==> src/rtl/count_irq_monitor.sv <==
// Wishbone-programmable event monitor on the user-project counter bus: two compare
// channels, a wrap channel with a saturating tally, sticky W1C status driving user_irq.
module count_irq_monitor #(
    parameter int          BITS     = 30,
    parameter logic [31:0] BASE_ADR = 32'h3000_0100
) (
    input  logic            wb_clk_i,
    input  logic            wb_rst_i,
    input  logic            wbs_stb_i,
    input  logic            wbs_cyc_i,
    input  logic            wbs_we_i,
    input  logic [3:0]      wbs_sel_i,
    input  logic [31:0]     wbs_adr_i,
    input  logic [31:0]     wbs_dat_i,
    output logic            wbs_ack_o,
    output logic [31:0]     wbs_dat_o,
    input  logic [BITS-1:0] count_i,
    output logic [2:0]      user_irq
);

    localparam logic [2:0] REG_CTRL    = 3'd0;
    localparam logic [2:0] REG_CMP0    = 3'd1;
    localparam logic [2:0] REG_CMP1    = 3'd2;
    localparam logic [2:0] REG_STATUS  = 3'd3;
    localparam logic [2:0] REG_WRAPCNT = 3'd4;
    localparam logic [2:0] REG_PREV    = 3'd5;

    logic [2:0]      ctrl;
    logic [BITS-1:0] cmp0;
    logic [BITS-1:0] cmp1;
    logic [2:0]      status;
    logic [15:0]     wrapcnt;
    logic [BITS-1:0] prev;
    logic            ack_q;
    logic [31:0]     dat_q;

    // Bus handshake: a hit is cyc & stb inside the 32-byte window. The access is
    // accepted (write committed, read data captured) on the edge where hit & ~ack,
    // and ack is high for exactly the following cycle; a strobe still held after
    // that ack is taken as a fresh access, so it gets an ack every second cycle.
    logic       hit;
    logic       acc;
    logic       wr;
    logic       rd;
    logic [2:0] reg_sel;

    assign hit     = wbs_cyc_i & wbs_stb_i & (wbs_adr_i[31:5] == BASE_ADR[31:5]);
    assign acc     = hit & ~ack_q;
    assign wr      = acc & wbs_we_i;
    assign rd      = acc & ~wbs_we_i;
    assign reg_sel = wbs_adr_i[4:2];

    function automatic logic [31:0] byte_merge(input logic [31:0] old_d,
                                               input logic [31:0] new_d,
                                               input logic [3:0]  sel);
        logic [31:0] res;
        res = old_d;
        for (int b = 0; b < 4; b++) begin
            if (sel[b]) res[8*b +: 8] = new_d[8*b +: 8];
        end
        return res;
    endfunction

    logic [31:0] cmp0_merge;
    logic [31:0] cmp1_merge;

    assign cmp0_merge = byte_merge(32'(cmp0), wbs_dat_i, wbs_sel_i);
    assign cmp1_merge = byte_merge(32'(cmp1), wbs_dat_i, wbs_sel_i);

    // Events compare the live count against the previous sample, so a count that
    // sits on a compare value fires only once, on entry.
    logic ev_m0;
    logic ev_m1;
    logic ev_w;

    assign ev_m0 = (count_i == cmp0) && (prev != cmp0);
    assign ev_m1 = (count_i == cmp1) && (prev != cmp1);
    assign ev_w  = count_i < prev;

    logic [2:0]  status_clr;
    logic [2:0]  status_nxt;
    logic        wc_clr;
    logic [15:0] wc_nxt;

    always_comb begin
        status_clr = 3'b000;
        if (wr && reg_sel == REG_STATUS && wbs_sel_i[0]) status_clr = wbs_dat_i[2:0];
        // Event set has priority over a same-edge clear.
        status_nxt = (status & ~status_clr) | {ev_w, ev_m1, ev_m0};
    end

    always_comb begin
        wc_clr = wr && reg_sel == REG_WRAPCNT && (|wbs_sel_i);
        wc_nxt = wrapcnt;
        if (wc_clr)                        wc_nxt = ev_w ? 16'd1 : 16'd0;
        else if (ev_w && wrapcnt != 16'hFFFF) wc_nxt = wrapcnt + 16'd1;
    end

    logic [31:0] rdata;

    always_comb begin
        rdata = 32'h0;
        case (reg_sel)
            REG_CTRL:    rdata = {29'h0, ctrl};
            REG_CMP0:    rdata = 32'(cmp0);
            REG_CMP1:    rdata = 32'(cmp1);
            REG_STATUS:  rdata = {29'h0, status};
            REG_WRAPCNT: rdata = {16'h0, wrapcnt};
            REG_PREV:    rdata = 32'(prev);
            default:     rdata = 32'h0;
        endcase
    end

    always_ff @(posedge wb_clk_i or negedge wb_rst_i) begin
        if (!wb_rst_i) begin
            ctrl    <= 3'b000;
            cmp0    <= '0;
            cmp1    <= '0;
            status  <= 3'b000;
            wrapcnt <= 16'h0;
            prev    <= '0;
            ack_q   <= 1'b0;
            dat_q   <= 32'h0;
        end else begin
            prev    <= count_i;
            status  <= status_nxt;
            wrapcnt <= wc_nxt;
            ack_q   <= acc;
            dat_q   <= rd ? rdata : 32'h0;
            if (wr) begin
                case (reg_sel)
                    REG_CTRL: if (wbs_sel_i[0]) ctrl <= wbs_dat_i[2:0];
                    REG_CMP0: cmp0 <= cmp0_merge[BITS-1:0];
                    REG_CMP1: cmp1 <= cmp1_merge[BITS-1:0];
                    default:  ;
                endcase
            end
        end
    end

    assign wbs_ack_o = ack_q;
    assign wbs_dat_o = dat_q;
    assign user_irq  = status & ctrl;

    logic unused_bits;
    assign unused_bits = ^{wbs_adr_i[1:0], cmp0_merge[31:BITS], cmp1_merge[31:BITS]};

endmodule

==> config.mk <==
export PLATFORM = sky130hd
export DESIGN_NAME = count_irq_monitor
export DESIGN_NICKNAME = d
export VERILOG_FILES = /design/src/rtl/count_irq_monitor.sv
export SDC_FILE = /design/constraint.sdc
export NUM_CORES = 1
export LEC_CHECK = 0
export CORE_UTILIZATION = 30
export CTS_CLUSTER_SIZE = 24
export DETAILED_ROUTE_END_ITERATION = 16
export PLACE_DENSITY = 0.46
export SYNTH_ARGS = -nofsm -noshare
export SYNTH_HDL_FRONTEND = slang
export SYNTH_SLANG_ARGS = --single-unit
==> constraint.sdc <==
create_clock -name wb_clk_i -period 4.43 [get_ports wb_clk_i]
set_input_delay 0.886 -clock wb_clk_i [delete_from_list [all_inputs] [get_ports wb_clk_i]]
set_output_delay 0.886 -clock wb_clk_i [all_outputs]
set_load 0.005 [all_outputs]
==> flow_summary.yaml, run 1 <==
run_status:
  outcome: "complete, no violations"
power_and_ir_drop:
  totalPowerFinal_mw: 3.32
  irDropWorstVdd_mv: 0.243
  power.density_nw_per_um2: 323
  cellLeakagePower_nw: 4.33
  comb_power_share_pct: 12.5
  power.switching_fraction_pct: 26.1
  seq_power_share_pct: 42.7
  net-switching-power_mw: 0.865
  power_frac_clock_pct: 44.9
  cell_internal_pwr_mw: 2.45
setup_path:
  worstSetupStartpoint: "count_i[15]"
  worst-r2r-cell-count: 9
  timing.rr.end: "wrapcnt[12]"
  worst-setup-path-type: "in -> reg"
  crit_path_end: "wrapcnt[12]"
  regToRegSetupSlack_ps: 1610
  worst_path_required_time_ps: 4780
  crit_path_dat_ps: 3710
  crit-reg2reg-launch: "prev[15]"
  critical_path.max_fanout: 28
  critPathLaunchType: "input port"
  worst_setup_path_end_kind: "register"
placement:
  pre_cts_slack_ps: 656
  numPortBuffers: 132
  dp.final_hpwl_um: 20300
  globalplace.congestion: 0.831
  place_area_um2: 9680
  post-place-cells: 1207
route:
  dr_vias: 6371
  first_iter_violations: 342
  ant_nets: 0
  sum_of_routed_wire_length_over_all_layers_um: 26300
  post_drt_wl_per_cell_um: 21.3
  remaining_drc_errors: 0
  drt-pass1-iter-count: 5
  routed_via_density: 5.14
sta:
  layout_setup_ws_ps: 1070
  final_setup_viols: 0
  min_period_ps: 3360
  fin_setup_tns_ps: 0
  achievable-frequency_ghz: 0.298
  clock_skew_ps: 14.7
  tightest_slew_ps: 822
  finalHoldViolations: 0
  rsz0062_at_grt: "false"
  timing_max_transition_violations_final: 0
  slew_headroom_pct: 45.0
  layout_worst_path_cycle_share_pct: 75.9
  whs_ps: 503
logic_synthesis:
  yosys_warnings: 0
  synth.area.top_cells: "sky130_fd_sc_hd__dfrtp_1 (45%), sky130_fd_sc_hd__xnor2_1 (10%), sky130_fd_sc_hd__mux2_2 (9.0%), sky130_fd_sc_hd__ha_1 (4.7%), sky130_fd_sc_hd__nor2_1 (3.1%)"
  most_repeated_cell_in_the_gate_level_netlist_after_synthesis: "sky130_fd_sc_hd__dfrtp_1"
  syn_area_um2: 7970
  synth.distinct_cells: 50
  avgSynthCellArea_um2: 10.6
  synth_ff_type: "sky130_fd_sc_hd__dfrtp_1"
  yosys_register_bits: 143
  synth_largest_type_area_fraction_pct: 44.9
  syn-instance-count: 755
  synthTopCellsByCount: "sky130_fd_sc_hd__dfrtp_1 (143), sky130_fd_sc_hd__xnor2_1 (92), sky130_fd_sc_hd__nor2_1 (66)"
  number_of_synthesized_flops_with_an_enable_pin: 0
  synth.largest_area_cell: "sky130_fd_sc_hd__dfrtp_1"
  async_reset_ff_share_pct: 100
  sequential_cell_area_fraction_in_the_yosys_report_pct: 44.9
layout:
  final_layout_size_suffix_gt1_share_pct: 12.6
  area_growth_syn_to_layout_pct: 29.0
  finish.instance_area_um2: 10300
  finish.cell_count_without_fillers: 1239
  final_net_count: 1024
  post-route-util_pct: 39.4
  antenna_cells: 0
clocking:
  htreeDepth: 4
  cts.path.max_buffers: 2
  cts_resized: 0
  post-cts-setup-buffer-count: 0
  clockRootBuffer: "sky130_fd_sc_hd__clkbuf_16"
  number_of_clock_sinks: 143
  cts_tree: "done"
  worst_setup_hold_path_clk_slew_ps: 60
  tritoncts.num_buffers: 17
  clkLatencyLatePin_ps: 440
  cts_hold_buf: 0
floorplan:
  core_rows: 59
  area_of_the_die_um2: 27200
  starting_density_of_the_core_pct: 30.6
  die_h_um: 165
  core_region_area_um2: 26100
  chipWidth_um: 165
  ios: 139
grt:
  gr-total-overflow: 0
  grt_use_total_pct: 20.4
  grt_pass1_wl_um: 40000
  grt_start_max_net_pins: 76
  antenna_violations_before_repair: 0
  grt_pass1_vias: 6406
worst_hold_path:
  hold_path.class: "in -> async"
job:
  cap_violations: 0
cell type report:
cell class / instances / area (µm²)
Fill cell: 2608 / 15800
Sequential cell: 143 / 3580
Clock inverter: 11 / 139
Multi-Input combinational cell: 551 / 4140
Clock buffer: 21 / 460
Timing Repair Buffer: 144 / 1410
Inverter: 34 / 128
Tap cell: 335 / 419
flip-flops by register name, summed over array words and instances (netlist names):
register   cells
status         3
wbs_ack_o      1
wbs_dat_o     30
prev          30
ctrl           3
wrapcnt       16
cmp0          30
cmp1          30
layer usage:
layer	track usage [%]	routed length, µm	vias to the layer above	share of wire (%)
met1	28.4	12500	3187	47
met3	3.06	1370	22	5.2
li1	-	-	2976	-
met4	5.50	320	0	1.2
met5	0	0	-	0
met2	32.9	12200	186	46
placed cells by master, fill, tap and decap left out, types with 2 or more instances in the layout:
| cell | n |
|---|---|
| sky130_fd_sc_hd__a211o_1 | 2 |
| sky130_fd_sc_hd__a21o_1 | 3 |
| sky130_fd_sc_hd__a21oi_1 | 36 |
| sky130_fd_sc_hd__a221oi_1 | 13 |
| sky130_fd_sc_hd__a22oi_1 | 25 |
| sky130_fd_sc_hd__a31o_2 | 2 |
| sky130_fd_sc_hd__a31oi_1 | 2 |
| sky130_fd_sc_hd__a32o_1 | 2 |
| sky130_fd_sc_hd__and2_1 | 11 |
| sky130_fd_sc_hd__and3_1 | 6 |
| sky130_fd_sc_hd__and4_1 | 2 |
| sky130_fd_sc_hd__buf_4 | 12 |
| sky130_fd_sc_hd__bufinv_16 | 3 |
| sky130_fd_sc_hd__clkbuf_1 | 2 |
| sky130_fd_sc_hd__clkbuf_16 | 17 |
| sky130_fd_sc_hd__clkbuf_8 | 2 |
| sky130_fd_sc_hd__clkdlybuf4s50_1 | 131 |
| sky130_fd_sc_hd__clkinv_2 | 5 |
| sky130_fd_sc_hd__clkinvlp_4 | 2 |
| sky130_fd_sc_hd__conb_1 | 2 |
| sky130_fd_sc_hd__dfrtp_1 | 143 |
| sky130_fd_sc_hd__ha_1 | 30 |
| sky130_fd_sc_hd__inv_1 | 34 |
| sky130_fd_sc_hd__mux2_2 | 64 |
| sky130_fd_sc_hd__mux2i_1 | 9 |
| sky130_fd_sc_hd__nand2_1 | 17 |
| sky130_fd_sc_hd__nand2b_1 | 4 |
| sky130_fd_sc_hd__nand3_1 | 16 |
| sky130_fd_sc_hd__nand4_1 | 38 |
| sky130_fd_sc_hd__nor2_1 | 66 |
| sky130_fd_sc_hd__nor2b_1 | 6 |
| sky130_fd_sc_hd__nor3_1 | 9 |
| sky130_fd_sc_hd__nor4_1 | 17 |
| sky130_fd_sc_hd__o21a_1 | 2 |
| sky130_fd_sc_hd__o21ai_0 | 17 |
| sky130_fd_sc_hd__o221ai_1 | 2 |
| sky130_fd_sc_hd__or3_1 | 13 |
| sky130_fd_sc_hd__xnor2_1 | 92 |
| sky130_fd_sc_hd__xor2_1 | 28 |
power by group through the flow:
stage | clock network, mW | registers [mW] | logic (mW)
after detailed placement | 0 | 1.44 | 0.415
after global routing | 1.57 | 1.42 | 0.462
after global placement | 0 | 1.44 | 0.414
after floorplan | 0 | 1.41 | 0.204
after CTS | 1.52 | 1.42 | 0.418
final | 1.49 | 1.41 | 0.414
logic make-up (layout without fill, tap and decap cells):
family                   after synthesis  after routing  share of synthesized area (%)
AND/OR/NAND/NOR                      211            211                           13.8
adder cells (fa/ha/maj)               30             30                           4.71
other                                  1              2                         0.0471
flip-flops                           143            143                           44.9
AO/OA/AOI/OAI                        115            115                           9.97
buffers and inverters                 62            210                           3.22
multiplexers                          73             73                           10.2
XOR/XNOR                             120            120                           13.2
how the worst min path moves through the flow:
| stage | startpoint | end | slack, ps | depth (start not counted) |
|---|---|---|---|---|
| 2_1_floorplan | ctrl[2] | ctrl[2] | 460 | 2 |
| 3_3_place_gp | ctrl[2] | ctrl[2] | 510 | 2 |
| 3_5_place_dp | ctrl[1] | ctrl[1] | 520 | 1 |
| 4_1_cts | wb_rst_i | wrapcnt[2] | 530 | 1 |
| 5_1_grt | wb_rst_i | wrapcnt[2] | 560 | 1 |
| 6_report | wb_rst_i | wrapcnt[2] | 500 | 1 |
critical path, cell delays in order:
cell	delay [ps]
sky130_fd_sc_hd__clkdlybuf4s50_1	620
sky130_fd_sc_hd__ha_1	290
sky130_fd_sc_hd__a21o_1	160
sky130_fd_sc_hd__a221o_1	330
sky130_fd_sc_hd__a21oi_1	190
sky130_fd_sc_hd__and4_1	360
sky130_fd_sc_hd__o211ai_4	280
sky130_fd_sc_hd__or3_1	430
sky130_fd_sc_hd__a21oi_1	150
Power figures use the tool's default switching activity.
==> run 2: changes to the inputs <==
PLACE_DENSITY = 0.48   (was 0.46)
clock period = 2.9 ns   (was 4.43 ns; I/O delays follow)
==> run 2 against run 1 <==
  * First-iteration DRC count is 32% higher
  * Cell count up 4.8%
  * Sequential share of layout area down 1.7 points
  * Via count rose by 3.2%
  * Utilization up 2.1 points
  * Largest cell class unchanged
  * Highest routed layer unchanged
==> flow_summary.yaml, run 2 (same netlist as run 1, synthesis figures left out) <==
run_status:
  outcome: "complete, no violations"
sta:
  min_period_ps: 2780
  finalHoldViolations: 0
  whs_ps: 69.0
  tightest_slew_ps: 1140
  clock_skew_ps: 11.3
  achievable-frequency_ghz: 0.360
  timing_max_transition_violations_final: 0
  final_setup_viols: 0
  layout_setup_ws_ps: 124
  slew_headroom_pct: 23.8
  layout_worst_path_cycle_share_pct: 95.7
setup_path:
  critical_path.max_fanout: 14
  crit_path_dat_ps: 3130
  worst_setup_path_end_kind: "register"
  critPathLaunchType: "input port"
  worst-setup-path-type: "in -> reg"
  worst_path_required_time_ps: 3260
route:
  sum_of_routed_wire_length_over_all_layers_um: 27200
  ant_nets: 0
  dr_vias: 6576
  routed_via_density: 5.06
  drt-pass1-iter-count: 5
  remaining_drc_errors: 0
  post_drt_wl_per_cell_um: 20.9
  first_iter_violations: 451
clocking:
  number_of_clock_sinks: 143
  cts_hold_buf: 0
  worst_setup_hold_path_clk_slew_ps: 60
  clockRootBuffer: "sky130_fd_sc_hd__clkbuf_16"
  tritoncts.num_buffers: 17
  cts_tree: "done"
  clkLatencyLatePin_ps: 430
  htreeDepth: 4
  cts.path.max_buffers: 2
power_and_ir_drop:
  irDropWorstVdd_mv: 0.299
  cellLeakagePower_nw: 4.64
  power.density_nw_per_um2: 471
  totalPowerFinal_mw: 5.09
floorplan:
  chipWidth_um: 165
  area_of_the_die_um2: 27200
  die_h_um: 165
  ios: 139
  core_region_area_um2: 26100
  starting_density_of_the_core_pct: 30.6
  core_rows: 59
placement:
  globalplace.congestion: 0.888
  pre_cts_slack_ps: -390
  dp.final_hpwl_um: 20700
  numPortBuffers: 132
  post-place-cells: 1264
grt:
  antenna_violations_before_repair: 0
  grt_start_max_net_pins: 51
  gr-total-overflow: 0
  grt_pass1_vias: 6562
  grt_pass1_wl_um: 39700
  grt_use_total_pct: 20.4
worst_hold_path:
  hold_path.class: "in -> async"
layout:
  final_net_count: 1084
  area_growth_syn_to_layout_pct: 35.7
  antenna_cells: 0
  finish.cell_count_without_fillers: 1299
  most_frequent_standard_cell_in_the_layout_excluding_fill_and_tap_cells: "sky130_fd_sc_hd__dfrtp_1"
  filler_cell_count: 2584
  most-common-layout-cells: "sky130_fd_sc_hd__dfrtp_1 (143), sky130_fd_sc_hd__clkdlybuf4s50_1 (131), sky130_fd_sc_hd__xnor2_1 (92), sky130_fd_sc_hd__nor2_1 (66), sky130_fd_sc_hd__buf_4 (65)"
  final_layout_size_suffix_gt1_share_pct: 18.3
job:
  cap_violations: 0
## run 2: changes by cell type in the layout (fill, tap and decap cells not counted), sizes merged
| cell | previous run | this run |
|---|---|---|
| buf | 13 | 72 |
| clkinv | 6 | 4 |
| clkinvlp | 2 | 4 |
| inv | 34 | 36 |
| bufinv | 3 | 2 |
| clkbuf | 21 | 20 |
| o211ai | 1 | 2 |
## run 2: repair_timing
action | CTS | global route
setup buffers | 0 | 2
setup endpoints to repair | 0 | 14
gates resized for setup | 0 | 3
## run 2: final cells by class
cell class | instances | area (µm²) | area share, %
clock buffer | 20 | 457 | 4.22
tap | 335 | 419 | 3.88
clock inverter | 12 | 135 | 1.25
timing repair buffer | 203 | 1930 | 17.9
sequential | 143 | 3580 | 33.1
inverter | 34 | 128 | 1.18
multi-input combinational | 552 | 4160 | 38.5
## run 2: path summary, 6_finish.rpt
path	startpoint	endpoint	slack [ps]	depth (start not counted)
min in group wb_clk_i	ctrl[2]	ctrl[2]	540	2
worst max-delay path	count_i[3]	wrapcnt[7]	120	10
worst max register to register	prev[2]	wrapcnt[7]	300	10
max in group asynchronous	wb_rst_i	cmp1[6]	2150	2
worst min register to register	ctrl[2]	ctrl[2]	540	2
worst min-delay path	wb_rst_i	wbs_dat_o[21]	70	1
## run 2: routing by layer
metal,vias to the layer above,GRT usage [%],share of wire [%]
met5,-,0,0
met4,0,5.96,2.0
met3,28,4.92,6.2
met2,216,32.2,46
met1,3241,27.6,46
li1,3091,-,-
## run 2: power breakdown
part,switching (mW),internal (mW)
Clock,0.919,1.32
Combinational,0.361,0.347
Sequential,0.0959,2.05
## run 2: metrics by stage
step / instance area, µm² / util (%) / setup TNS, ps
final: 10800 / 41.5 / 0
after global routing: 10800 / 41.5 / -17.6
after CTS: 10800 / 41.3 / 0
after detailed placement: 10200 / 39.1 / -6430
after global placement: 10200 / 39.1 / -6870
after floorplan: 7970 / - / 0
## run 2: critical path: stages
cell                              delay, ps
sky130_fd_sc_hd__clkdlybuf4s50_1        440
sky130_fd_sc_hd__ha_1                   320
sky130_fd_sc_hd__a211o_1                270
sky130_fd_sc_hd__a21oi_2                140
sky130_fd_sc_hd__o21ai_2                140
sky130_fd_sc_hd__a2111oi_4              330
sky130_fd_sc_hd__buf_4                  210
sky130_fd_sc_hd__o211ai_4               170
sky130_fd_sc_hd__or3_1                  390
sky130_fd_sc_hd__a21oi_1                150
==> run 3: changes to the inputs <==
CTS_BUF_LIST = sky130_fd_sc_hd__clkbuf_4   (was default)
PLACE_DENSITY = 0.46   (was 0.48)
clock period = 3.5 ns   (was 2.9 ns; I/O delays follow)
==> run 3 against run 2 <==
  * Global-route usage up 0.21 points
  * Register-to-register slack better by 380 ps
  * Non-clock buffer count is 30 lower
  * Flip-flop and latch count did not move
  * Clock skew increased by 16 ps
  * First-iteration DRC count down 7.1%
==> flow_summary.yaml, run 3 (same netlist as run 1, synthesis figures left out) <==
layout:
  final_net_count: 1053
  final_layout_size_suffix_gt1_share_pct: 15.4
  filler_cell_count: 2630
  most_frequent_standard_cell_in_the_layout_excluding_fill_and_tap_cells: "sky130_fd_sc_hd__dfrtp_1"
  most-common-layout-cells: "sky130_fd_sc_hd__dfrtp_1 (143), sky130_fd_sc_hd__clkdlybuf4s50_1 (131), sky130_fd_sc_hd__xnor2_1 (92), sky130_fd_sc_hd__nor2_1 (66), sky130_fd_sc_hd__mux2_2 (64)"
  area_growth_syn_to_layout_pct: 27.7
route:
  routed_via_density: 5.07
  drt-pass1-iter-count: 4
  post_drt_wl_per_cell_um: 21.0
  first_iter_violations: 419
  remaining_drc_errors: 0
  ant_nets: 0
  dr_vias: 6440
  sum_of_routed_wire_length_over_all_layers_um: 26600
grt:
  grt_start_max_net_pins: 82
  antenna_violations_before_repair: 1
  grt_use_total_pct: 20.6
  grt_pass1_vias: 6506
  grt_pass1_wl_um: 40400
  gr-total-overflow: 0
sta:
  layout_setup_ws_ps: 564
  finalHoldViolations: 0
  rsz0062_at_grt: "false"
  fin_setup_tns_ps: 0
  whs_ps: 148
  timing_max_transition_violations_final: 0
  clock_skew_ps: 27.3
  achievable-frequency_ghz: 0.341
  layout_worst_path_cycle_share_pct: 83.9
  min_period_ps: 2940
  tightest_slew_ps: 1050
  final_setup_viols: 0
  slew_headroom_pct: 30.2
floorplan:
  chipWidth_um: 165
  starting_density_of_the_core_pct: 30.6
  core_region_area_um2: 26100
  area_of_the_die_um2: 27200
  core_rows: 59
  ios: 139
  die_h_um: 165
clocking:
  cts_tree: "done"
  number_of_clock_sinks: 143
  tritoncts.num_buffers: 17
  cts_hold_buf: 0
  htreeDepth: 4
  worst_setup_hold_path_clk_slew_ps: 130
  clkLatencyLatePin_ps: 570
  clockRootBuffer: "sky130_fd_sc_hd__clkbuf_4"
  cts_resized: 0
  post-cts-setup-buffer-count: 0
  cts.path.max_buffers: 2
setup_path:
  critPathLaunchType: "input port"
  worst_path_required_time_ps: 4000
  critical_path.max_fanout: 28
  worst_setup_path_end_kind: "register"
  crit_path_dat_ps: 3430
  worst-setup-path-type: "in -> reg"
  worstSetupStartpoint: "count_i[15]"
  crit-reg2reg-launch: "prev[15]"
run_status:
  outcome: "complete, no violations"
placement:
  dp.final_hpwl_um: 20600
  numPortBuffers: 132
  pre_cts_slack_ps: 15.2
  globalplace.congestion: 0.850
power_and_ir_drop:
  cellLeakagePower_nw: 4.31
  irDropWorstVdd_mv: 0.168
  power.density_nw_per_um2: 330
job:
  cap_violations: 0
worst_hold_path:
  hold_path.class: "in -> async"
-- run 3: critical path: stages --
cell	delay (ps)
sky130_fd_sc_hd__clkdlybuf4s50_1	480
sky130_fd_sc_hd__ha_1	330
sky130_fd_sc_hd__a21o_1	160
sky130_fd_sc_hd__a221o_1	340
sky130_fd_sc_hd__a21oi_1	200
sky130_fd_sc_hd__and4_1	360
sky130_fd_sc_hd__o211ai_4	280
sky130_fd_sc_hd__or3_1	420
sky130_fd_sc_hd__a21oi_1	160
-- run 3: path summary, 6_finish.rpt --
kind | endpoint | slack (ps) | cells past startpoint
worst min register to register | ctrl[2] | 540 | 2
min in group wb_clk_i | ctrl[2] | 540 | 2
worst min-delay path | wrapcnt[5] | 150 | 1
worst max register to register | wrapcnt[10] | 680 | 9
worst max-delay path | wrapcnt[10] | 560 | 9
max in group asynchronous | wbs_dat_o[10] | 2490 | 2
-- run 3: cell type report --
| type | instances | area [µm²] | share of cell area (%) |
|---|---|---|---|
| diodes | 1 | 2.50 | 0.0246 |
| clock inverters | 14 | 121 | 1.19 |
| clock buffers | 18 | 135 | 1.33 |
| inverters | 34 | 128 | 1.25 |
| well taps | 335 | 419 | 4.12 |
| multi-input cells | 551 | 4140 | 40.7 |
| repair buffers | 173 | 1660 | 16.3 |
| flip-flops and latches | 143 | 3580 | 35.2 |
-- run 3: metrics by stage --
| step | area (µm²) | total power [mW] | utilization (%) | instances |
|---|---|---|---|---|
| 5_1_grt | 10200 | 3.53 | 39.1 | 1269 |
| 3_5_place_dp | 9920 | 2.37 | 38.1 | 1236 |
| 4_1_cts | 10200 | 3.40 | 39.1 | 1268 |
| 3_3_place_gp | 9920 | 2.37 | 38.1 | 1236 |
| 6_report | 10200 | 3.36 | 39.1 | 1269 |
| 2_1_floorplan | 7970 | 2.04 | - | 756 |
-- run 3: power breakdown --
group | switching, mW | internal, mW | leakage (nW)
Combinational | 0.282 | 0.265 | 2.27
Sequential | 0.0875 | 1.70 | 1.91
Clock | 0.674 | 0.356 | 0.127
Total | 1.04 | 2.32 | 4.31
-- run 3: metal layers --
metal	vias to the layer above	share of wire, %	track usage (%)
met4	0	1.5	5.21
met2	175	46	33.1
met5	-	0	0
li1	3021	-	-
met1	3222	48	28.7
met3	22	4.5	3.42
